`src/rtl/mpy_pkg.sv`:
```
// Shared definitions for the multiplier accumulate path: FSM states,
// widths and the 64-bit output clamp.
package mpy_pkg;

    typedef enum logic [1:0] {
        IDLE = 2'd0,
        ACC  = 2'd1,
        HOLD = 2'd2
    } state_t;

    localparam int PROD_W        = 64;
    localparam int ACC_W_DEF     = 72;
    localparam int MAX_TERMS_DEF = 256;
    localparam int CNT_W_DEF     = 9;

    // Widest accumulator the clamp helper accepts; narrower accumulators are
    // sign-extended to this width before clamping.
    localparam int SAT_IN_W = 128;

    localparam logic signed [PROD_W-1:0] SUM_MAX = 64'sh7FFF_FFFF_FFFF_FFFF;
    localparam logic signed [PROD_W-1:0] SUM_MIN = 64'sh8000_0000_0000_0000;

    // Returns {ovf, sum}. The value fits in 64 bits exactly when bit 63 and
    // every bit above it agree; otherwise clamp toward the sign.
    function automatic logic [PROD_W:0] sat64(input logic signed [SAT_IN_W-1:0] a);
        logic [SAT_IN_W-PROD_W:0] hi;
        hi = a[SAT_IN_W-1:PROD_W-1];
        if ((&hi) || !(|hi)) begin
            sat64 = {1'b0, a[PROD_W-1:0]};
        end else if (a[SAT_IN_W-1]) begin
            sat64 = {1'b1, SUM_MIN};
        end else begin
            sat64 = {1'b1, SUM_MAX};
        end
    endfunction

endpackage

```
`src/rtl/mpy_sat.sv`:
```
// Combinational clamp of a signed ACC_W-bit accumulator to signed 64 bits,
// with a flag telling whether clamping occurred.
module mpy_sat
    import mpy_pkg::*;
#(
    parameter int ACC_W = ACC_W_DEF
) (
    input  logic signed [ACC_W-1:0]  acc,
    output logic signed [PROD_W-1:0] sum,
    output logic                     ovf
);

    logic signed [SAT_IN_W-1:0] wide;
    logic [PROD_W:0]            res;

    // Sign-extend to the helper width, then clamp.
    always_comb begin
        wide = SAT_IN_W'(acc);
        res  = sat64(wide);
        ovf  = res[PROD_W];
        sum  = res[PROD_W-1:0];
    end

endmodule

```
`src/rtl/mpy_accum.sv`:
```
// Burst accumulator behind the Booth multiplier: sums signed 64-bit products
// in a guard-bit accumulator and presents a clamped 64-bit result with
// overflow / truncation flags, held until the downstream accepts it.
module mpy_accum
    import mpy_pkg::*;
#(
    parameter int ACC_W     = ACC_W_DEF,
    parameter int MAX_TERMS = MAX_TERMS_DEF,
    parameter int CNT_W     = CNT_W_DEF
) (
    input  logic                     clk,
    input  logic                     rst_n,
    input  logic                     clr,
    input  logic                     in_valid,
    output logic                     in_ready,
    input  logic signed [PROD_W-1:0] in_prod,
    input  logic                     in_last,
    output logic                     out_valid,
    input  logic                     out_ready,
    output logic signed [PROD_W-1:0] out_sum,
    output logic                     out_ovf,
    output logic                     out_trunc,
    output logic [CNT_W-1:0]         out_cnt
);

    state_t                   state;
    state_t                   state_nxt;
    logic signed [ACC_W-1:0]  acc;
    logic signed [ACC_W-1:0]  acc_sum;
    logic [CNT_W-1:0]         cnt;
    logic [CNT_W-1:0]         cnt_inc;
    logic                     in_fire;
    logic                     out_fire;
    logic                     hit_max;
    logic                     burst_end;
    logic signed [PROD_W-1:0] sat_sum;
    logic                     sat_ovf;

    // A held result frees the input only when it retires in the same cycle;
    // clr blocks acceptance outright.
    assign in_ready  = !clr && ((state != HOLD) || out_ready);
    assign out_valid = (state == HOLD);

    // Next accumulator/count: a burst continues only from ACC, any other
    // state starts afresh from the incoming product.
    always_comb begin
        in_fire  = in_valid && in_ready;
        out_fire = out_valid && out_ready;
        if (state == ACC) begin
            acc_sum = acc + ACC_W'(in_prod);
            cnt_inc = cnt + CNT_W'(1);
        end else begin
            acc_sum = ACC_W'(in_prod);
            cnt_inc = CNT_W'(1);
        end
        hit_max   = (cnt_inc == CNT_W'(MAX_TERMS));
        burst_end = in_last || hit_max;
    end

    // Clamp the sum that includes the term being accepted, so the result is
    // ready on the same edge that closes the burst.
    mpy_sat #(
        .ACC_W (ACC_W)
    ) u_sat (
        .acc (acc_sum),
        .sum (sat_sum),
        .ovf (sat_ovf)
    );

    // Next-state logic; clr outranks every handshake.
    always_comb begin
        state_nxt = state;
        if (clr) begin
            state_nxt = IDLE;
        end else if (in_fire) begin
            state_nxt = burst_end ? HOLD : ACC;
        end else if (out_fire) begin
            state_nxt = IDLE;
        end
    end

    // State register.
    always_ff @(posedge clk or negedge rst_n) begin
        if (!rst_n) begin
            state <= IDLE;
        end else begin
            state <= state_nxt;
        end
    end

    // Accumulator, term counter and the held result registers.
    always_ff @(posedge clk or negedge rst_n) begin
        if (!rst_n) begin
            acc       <= '0;
            cnt       <= '0;
            out_sum   <= '0;
            out_ovf   <= 1'b0;
            out_trunc <= 1'b0;
            out_cnt   <= '0;
        end else if (clr) begin
            acc <= '0;
            cnt <= '0;
        end else if (in_fire) begin
            acc <= acc_sum;
            cnt <= cnt_inc;
            if (burst_end) begin
                out_sum   <= sat_sum;
                out_ovf   <= sat_ovf;
                out_trunc <= !in_last;
                out_cnt   <= cnt_inc;
            end
        end
    end

endmodule

```
`config.mk`:
```
export PLATFORM = sky130hd
export DESIGN_NAME = mpy_accum
export DESIGN_NICKNAME = d
export VERILOG_FILES = /design/src/rtl/mpy_pkg.sv /design/src/rtl/mpy_sat.sv /design/src/rtl/mpy_accum.sv
export SDC_FILE = /design/constraint.sdc
export NUM_CORES = 1
export LEC_CHECK = 0
export BUFFER_PORTS_ARGS = -buffer_cell sky130_fd_sc_hd__buf_2
export CORE_MARGIN = 3
export CORE_UTILIZATION = 60
export CTS_BUF_LIST = sky130_fd_sc_hd__clkbuf_4 sky130_fd_sc_hd__clkbuf_8
export DETAILED_ROUTE_END_ITERATION = 7
export GPL_TIMING_DRIVEN = 1
export PLACE_DENSITY = 0.79
export SLEW_MARGIN = 20
export SYNTH_ARGS = -nofsm -noshare
export SYNTH_HDL_FRONTEND = slang
export SYNTH_HIERARCHICAL = 1
export SYNTH_SLANG_ARGS = --single-unit
```
`constraint.sdc`:
```
create_clock -name clk -period 6.1 [get_ports clk]
set_input_delay 0.305 -clock clk [delete_from_list [all_inputs] [get_ports clk]]
set_output_delay 0.305 -clock clk [all_outputs]
set_load 0.02 [all_outputs]
```
# --- Word level (Yosys, flattened, before mapping) ---
# Index checks and enable logic that the tools add are counted.
totals:
  output_inout_bits: 77
  wordCells: 40
  regBits: 158
op_classes:
  add_sub_neg: 2
  n_mux: 12
  bitwise: 1
  eq_ne: 4
  n_reduce_logical: 14
ops:
  columns: ["cell", "count"]
  rows:
  - ["72-bit 2-to-1 mux", 3]
  - ["72-bit by 64-bit adder with 72-bit output", 1]
  - ["65-bit 2-to-1 mux", 1]
  - ["64-bit 2-to-1 mux", 1]
  - ["9-bit 2-to-1 mux", 3]
  - ["9-bit by 1-bit adder with 9-bit output, second input constant", 1]
  - ["9-bit == test, second input constant", 1]
  - ["9-bit AND reduction", 1]
  - ["9-bit OR reduction", 1]
  - ["2-bit 2-to-1 mux", 4]
  - ["1-bit logical AND", 3]
  - ["1-bit zero test", 3]
  - ["1-bit logical OR", 3]
  - ["3-bit AND reduction", 1]
  - ["3-bit nonzero test", 1]
  - ["2-bit by 1-bit == test with 1-bit output, second input constant", 1]
  - ["2-bit == test, second input constant", 1]
  - ["2-bit != test, second input constant", 1]
  - ["2-bit nonzero test", 1]
  - ["1-bit NOT", 1]

# --- Logic depth before layout (Yosys ltp) ---
logic_depth:
  word_depth: 7
  ltp_mapped: 19

# --- Modules after synthesis ---
# The synthesis kept the hierarchy.
by_module_without_submodules:
  columns: ["mod", "n_inst", "area_each_um2", "cells_each"]
  rows:
  - ["mpy_accum", 1, 11167.0, 1311]
  - ["mpy_sat", 1, 1043.5, 161]

# --- Worst setup path after synthesis ---
# OpenSTA, ideal clock, no wires.
synth_timing:
  kind: "register -> register"
  start: "register acc[0]"
  end: "register out_ovf"
  path_slack_ns: 2.159
  t_arrival_ns: 3.817
  path_stages_with_launch: 19
  path_buffers: 1
  required_ns: 5.975
  cell_sequence: "dfrtp_1 > ha_1 > fa_1 > a21o_1 > a31o_2 > nand3_1 > a211oi_2 > nor3_2 > o21ai_2 > a31oi_4 > o21ai_2 > a221oi_2 > xnor2_1 > a21bo_2 > nor4_1 > nand2_1 > buf_2 > o21a_1 > mux2_2"
synth_between:
  elab_chain_len: 6
synth_lines:
  columns: ["item", "line_no", "source"]
  rows:
  - ["start, declared", "mpy_accum.sv:28", "logic signed [ACC_W-1:0] acc;"]
  - ["start signal, assigned", "mpy_accum.sv:104", "acc <= acc_sum;"]
  - ["72-bit by 64-bit adder with 72-bit output *", "mpy_accum.sv:50", "acc_sum = acc + ACC_W'(in_prod);"]
  - ["72-bit 2-to-1 mux *", "mpy_accum.sv:49", "if (state == ACC) begin"]
  - ["named net acc_sum[68]", "mpy_accum.sv:29", "logic signed [ACC_W-1:0] acc_sum;"]
  - ["9-bit OR reduction", "mpy_pkg.sv:28", "if ((&hi) || !(|hi)) begin"]
  - ["1-bit zero test", "mpy_pkg.sv:28", null]
  - ["1-bit logical OR *", "mpy_pkg.sv:28", null]
  - ["65-bit 2-to-1 mux *", "mpy_pkg.sv:28", null]
  - ["named net sat_ovf", "mpy_accum.sv:37", "logic sat_ovf;"]
  - ["end signal, assigned", "mpy_accum.sv:108", "out_ovf <= sat_ovf;"]
  - ["end, declared", "mpy_accum.sv:21", "output logic out_ovf,"]
# The timed path passes the listed nets; every way through them passes the cells marked *.
# A chain may end at the register's enable or synchronous reset.

# --- Worst setup path in the final report ---
layout_timing:
  start: "register acc[0]"
  end: "register out_sum[11]"
layout_between:
  elab_chain_len: 6
layout_lines:
  columns: ["item", "line_no", "source"]
  rows:
  - ["72-bit by 64-bit adder with 72-bit output *", "mpy_accum.sv:50", null]
  - ["72-bit 2-to-1 mux *", "mpy_accum.sv:49", null]
  - ["named net acc_sum[68]", "mpy_accum.sv:29", null]
  - ["9-bit OR reduction", "mpy_pkg.sv:28", null]
  - ["1-bit zero test", "mpy_pkg.sv:28", null]
  - ["1-bit logical OR *", "mpy_pkg.sv:28", null]
  - ["65-bit 2-to-1 mux *", "mpy_pkg.sv:28", null]
  - ["named net sat_sum[11]", "mpy_accum.sv:36", "logic signed [PROD_W-1:0] sat_sum;"]
  - ["end signal, assigned", "mpy_accum.sv:107", "out_sum <= sat_sum;"]
  - ["end, declared", "mpy_accum.sv:20", "output logic signed [PROD_W-1:0] out_sum,"]
# Marked as above.

==> reports/results.ini <==
[pwr]
p_leak_nw = 6.31
peakVddDrop_mv = 0.175
power_density_nw_per_um2 = 287

[logic_synthesis]
ys_async_sr_fraction = 1.00
netlist-cell-type-count = 72
synth_nets = 1615
syn-cell-area_um2 = 12200
synth_area_per_cell_um2 = 8.30
synth-seq-cells = 158
synthTopCellsByArea = dfrtp_1 (32%), nand2_1 (8.5%), ha_1 (7.4%)
post_synth_inst_count = 1472
yosysTopAreaCellShare = 0.324
ys_seq_area_frac = 0.324
yosysTopAreaCell = dfrtp_1
synth-edff-count = 0
ys_warn_count = 6
synth.most_common_cell = nand2_1
synthTopCellsByCount = nand2_1 (275), dfrtp_1 (158), o21ai_0 (134)
ys.flop_type = dfrtp_1

[grt]
grt_pass1_wl_mm = 55.9
grt_start_max_net_pins = 105
grt_pass1_vias = 11000
grt_usage = 0.308
antenna_found_initial = 0
grt_overflow = 0

[placement]
place_area_um2 = 13000
portBuffers = 146
dpl.cell_count = 1788
dp_hpwl_mm = 24.1
place_congestion = 0.915

[worst_setup_path]
ff2ff_setup_slack_ps = 1130
crit_type = reg -> reg
crit_path_max_fanout = 24
crit_required_ps = 6470
crit_path_end_kind = flip-flop
arrival_ps = 5340
cp-start-kind = flip-flop

[cells_and_area]
nNetsFinal = 1686
syn_to_final_growth_pct = 10.4
fin_cells = 1821
insertedDiodeCount = 0
drive_gt1_frac = 0.198
fin_area_um2 = 13500

[route]
antenna_left = 0
drt_iter0_markers = 1062
drtPass1Iterations = 6
drt_wl_total_mm = 33.8
via_per_inst = 6.32
drc = 0
via_count = 11500
wire_per_inst_um = 18.6

[outcome]
status = finished clean

[floorplanning]
initial_core_util = 0.619
die_area_um2 = 22100
die_x_um = 149
placementRows = 51
pin_count = 147
fp.coreArea_um2 = 19700
die_h_um = 149

[clock_network]
clock_latency_ps = 490
ctsHoldBuffers = 1
clkSlewWorstSetupHoldPaths_ps = 100
cts_sinks = 158
clockBufferDepth = 2
cts_inserted_buffers = 17
htreeDepth = 4
cts_resized = 0
cts_setup_buffers = 0
tritoncts = yes
cts_root_buf = clkbuf_8

[timing]
layout_worst_path_cycle_share = 0.816
rsz0062_at_grt = no
finalSetupViolCount = 0
slew_violations = 0
finalCriticalPeriod_ps = 4970
final.setup.tns_ps = 0
max_freq_ghz = 0.201
clock_skew_ps = 20.3
worst_pin_slew_ps = 969
relSlewSlack = 0.354
hold_slack_ps = 68.8
hold_viol = 0

[min_path]
min_path_type = in -> reg

[job]
drv_cap = 0

[power breakdown]
group          leakage [nW]  switching, mW  internal (mW)  total [mW]
Combinational          4.07          0.959          0.602        1.56
Clock                 0.237          0.492          0.470       0.962
Sequential             2.00          0.105           1.23        1.34
Total                  6.31           1.56           2.31        3.86
[cell usage in the layout (no fill, tap or decap), types with 4 or more instances in the layout]
cell         n
nand2_1    273
dfrtp_1    158
buf_2      145
o21ai_0    134
nand3_1    105
a21oi_1    100
ha_1        72
mux2_2      69
a2bb2oi_1   63
nor2_1      45
a21o_1      41
xnor2_1     40
xor2_1      33
nand4_1     27
inv_1       17
clkbuf_8    17
a31oi_1     16
o21bai_1    13
buf_4       12
o21ai_1     11
nor3_1      11
and3_1       9
o21a_1       8
a21oi_2      7
o31ai_1      7
o211ai_1     6
a21bo_2      6
a21boi_0     6
a221o_1      6
nor4_1       5
nand2b_1     5
o22ai_1      4
bufinv_16    4
inv_8        4
[logic make-up after synthesis]
kind of cell             count (synthesis)  synth area share
XOR/XNOR                                74            0.0531
AO/OA/AOI/OAI                          462             0.252
multiplexers                            69            0.0636
AND/OR/NAND/NOR                        509             0.188
adder cells (fa/ha/maj)                 73            0.0754
flip-flops                             158             0.324
buffers and inverters                  127            0.0445
[per-stage QoR]
| stage | total power [mW] | utilization | setup slack (ps) |
|---|---|---|---|
| global route | 4.08 | 0.683 | 829 |
| global placement | 2.86 | 0.658 | 1150 |
| CTS | 3.86 | 0.683 | 1170 |
| floorplan | 2.46 | - | 2160 |
| finish | 3.86 | 0.683 | 1130 |
| detailed placement | 2.89 | 0.658 | 1140 |
[path summary, 6_finish.rpt]
check                           start          end  cells after the start
min reg2reg                out_cnt[8]   out_cnt[8]                      2
max                            acc[0]  out_sum[11]                     18
max in group asynchronous       rst_n      acc[26]                      3
min                               clr       acc[1]                      2
min in group asynchronous       rst_n       cnt[4]                      2
max reg2reg                    acc[0]  out_sum[11]                     18
[flip-flops by register name (all words and copies together), names as in the netlist]
signal and flops:
acc 72, out_sum 64, cnt 9, out_cnt 9, state 2, out_ovf 1, out_trunc 1
[worst max-delay path, stage by stage (launching register included)]
cell and delay, ps:
dfrtp_1 390, ha_1 230, fa_1 420, a21o_1 210, a31o_2 280, nand3_1 180
a211oi_2 130, nor3_2 290, o21ai_2 140, a31oi_4 260, o21ai_2 120, a221oi_2 330
xnor2_1 130, a21bo_2 230, nor4_1 320, nand2_2 360, buf_4 350, a2bb2oi_1 160
mux2_2 290
[final cells by class]
cell class              count  area [um2]
clock buffers              17         234
clock inverters            15         248
fillers                  1623        6240
inverters                  18        67.6
multi-input cells        1187        7760
flip-flops and latches    158        3950
well taps                 265         332
repair buffers            161         877
[metal layers]
metal,global-route usage,vias to the layer above,share of wire
met2,0.483,468,0.44
met1,0.451,5514,0.46
met4,0.0799,0,0.020
met3,0.0442,51,0.071
li1,-,5478,-
met5,0,-,0
No activity file was read; power rests on OpenSTA's default activity.
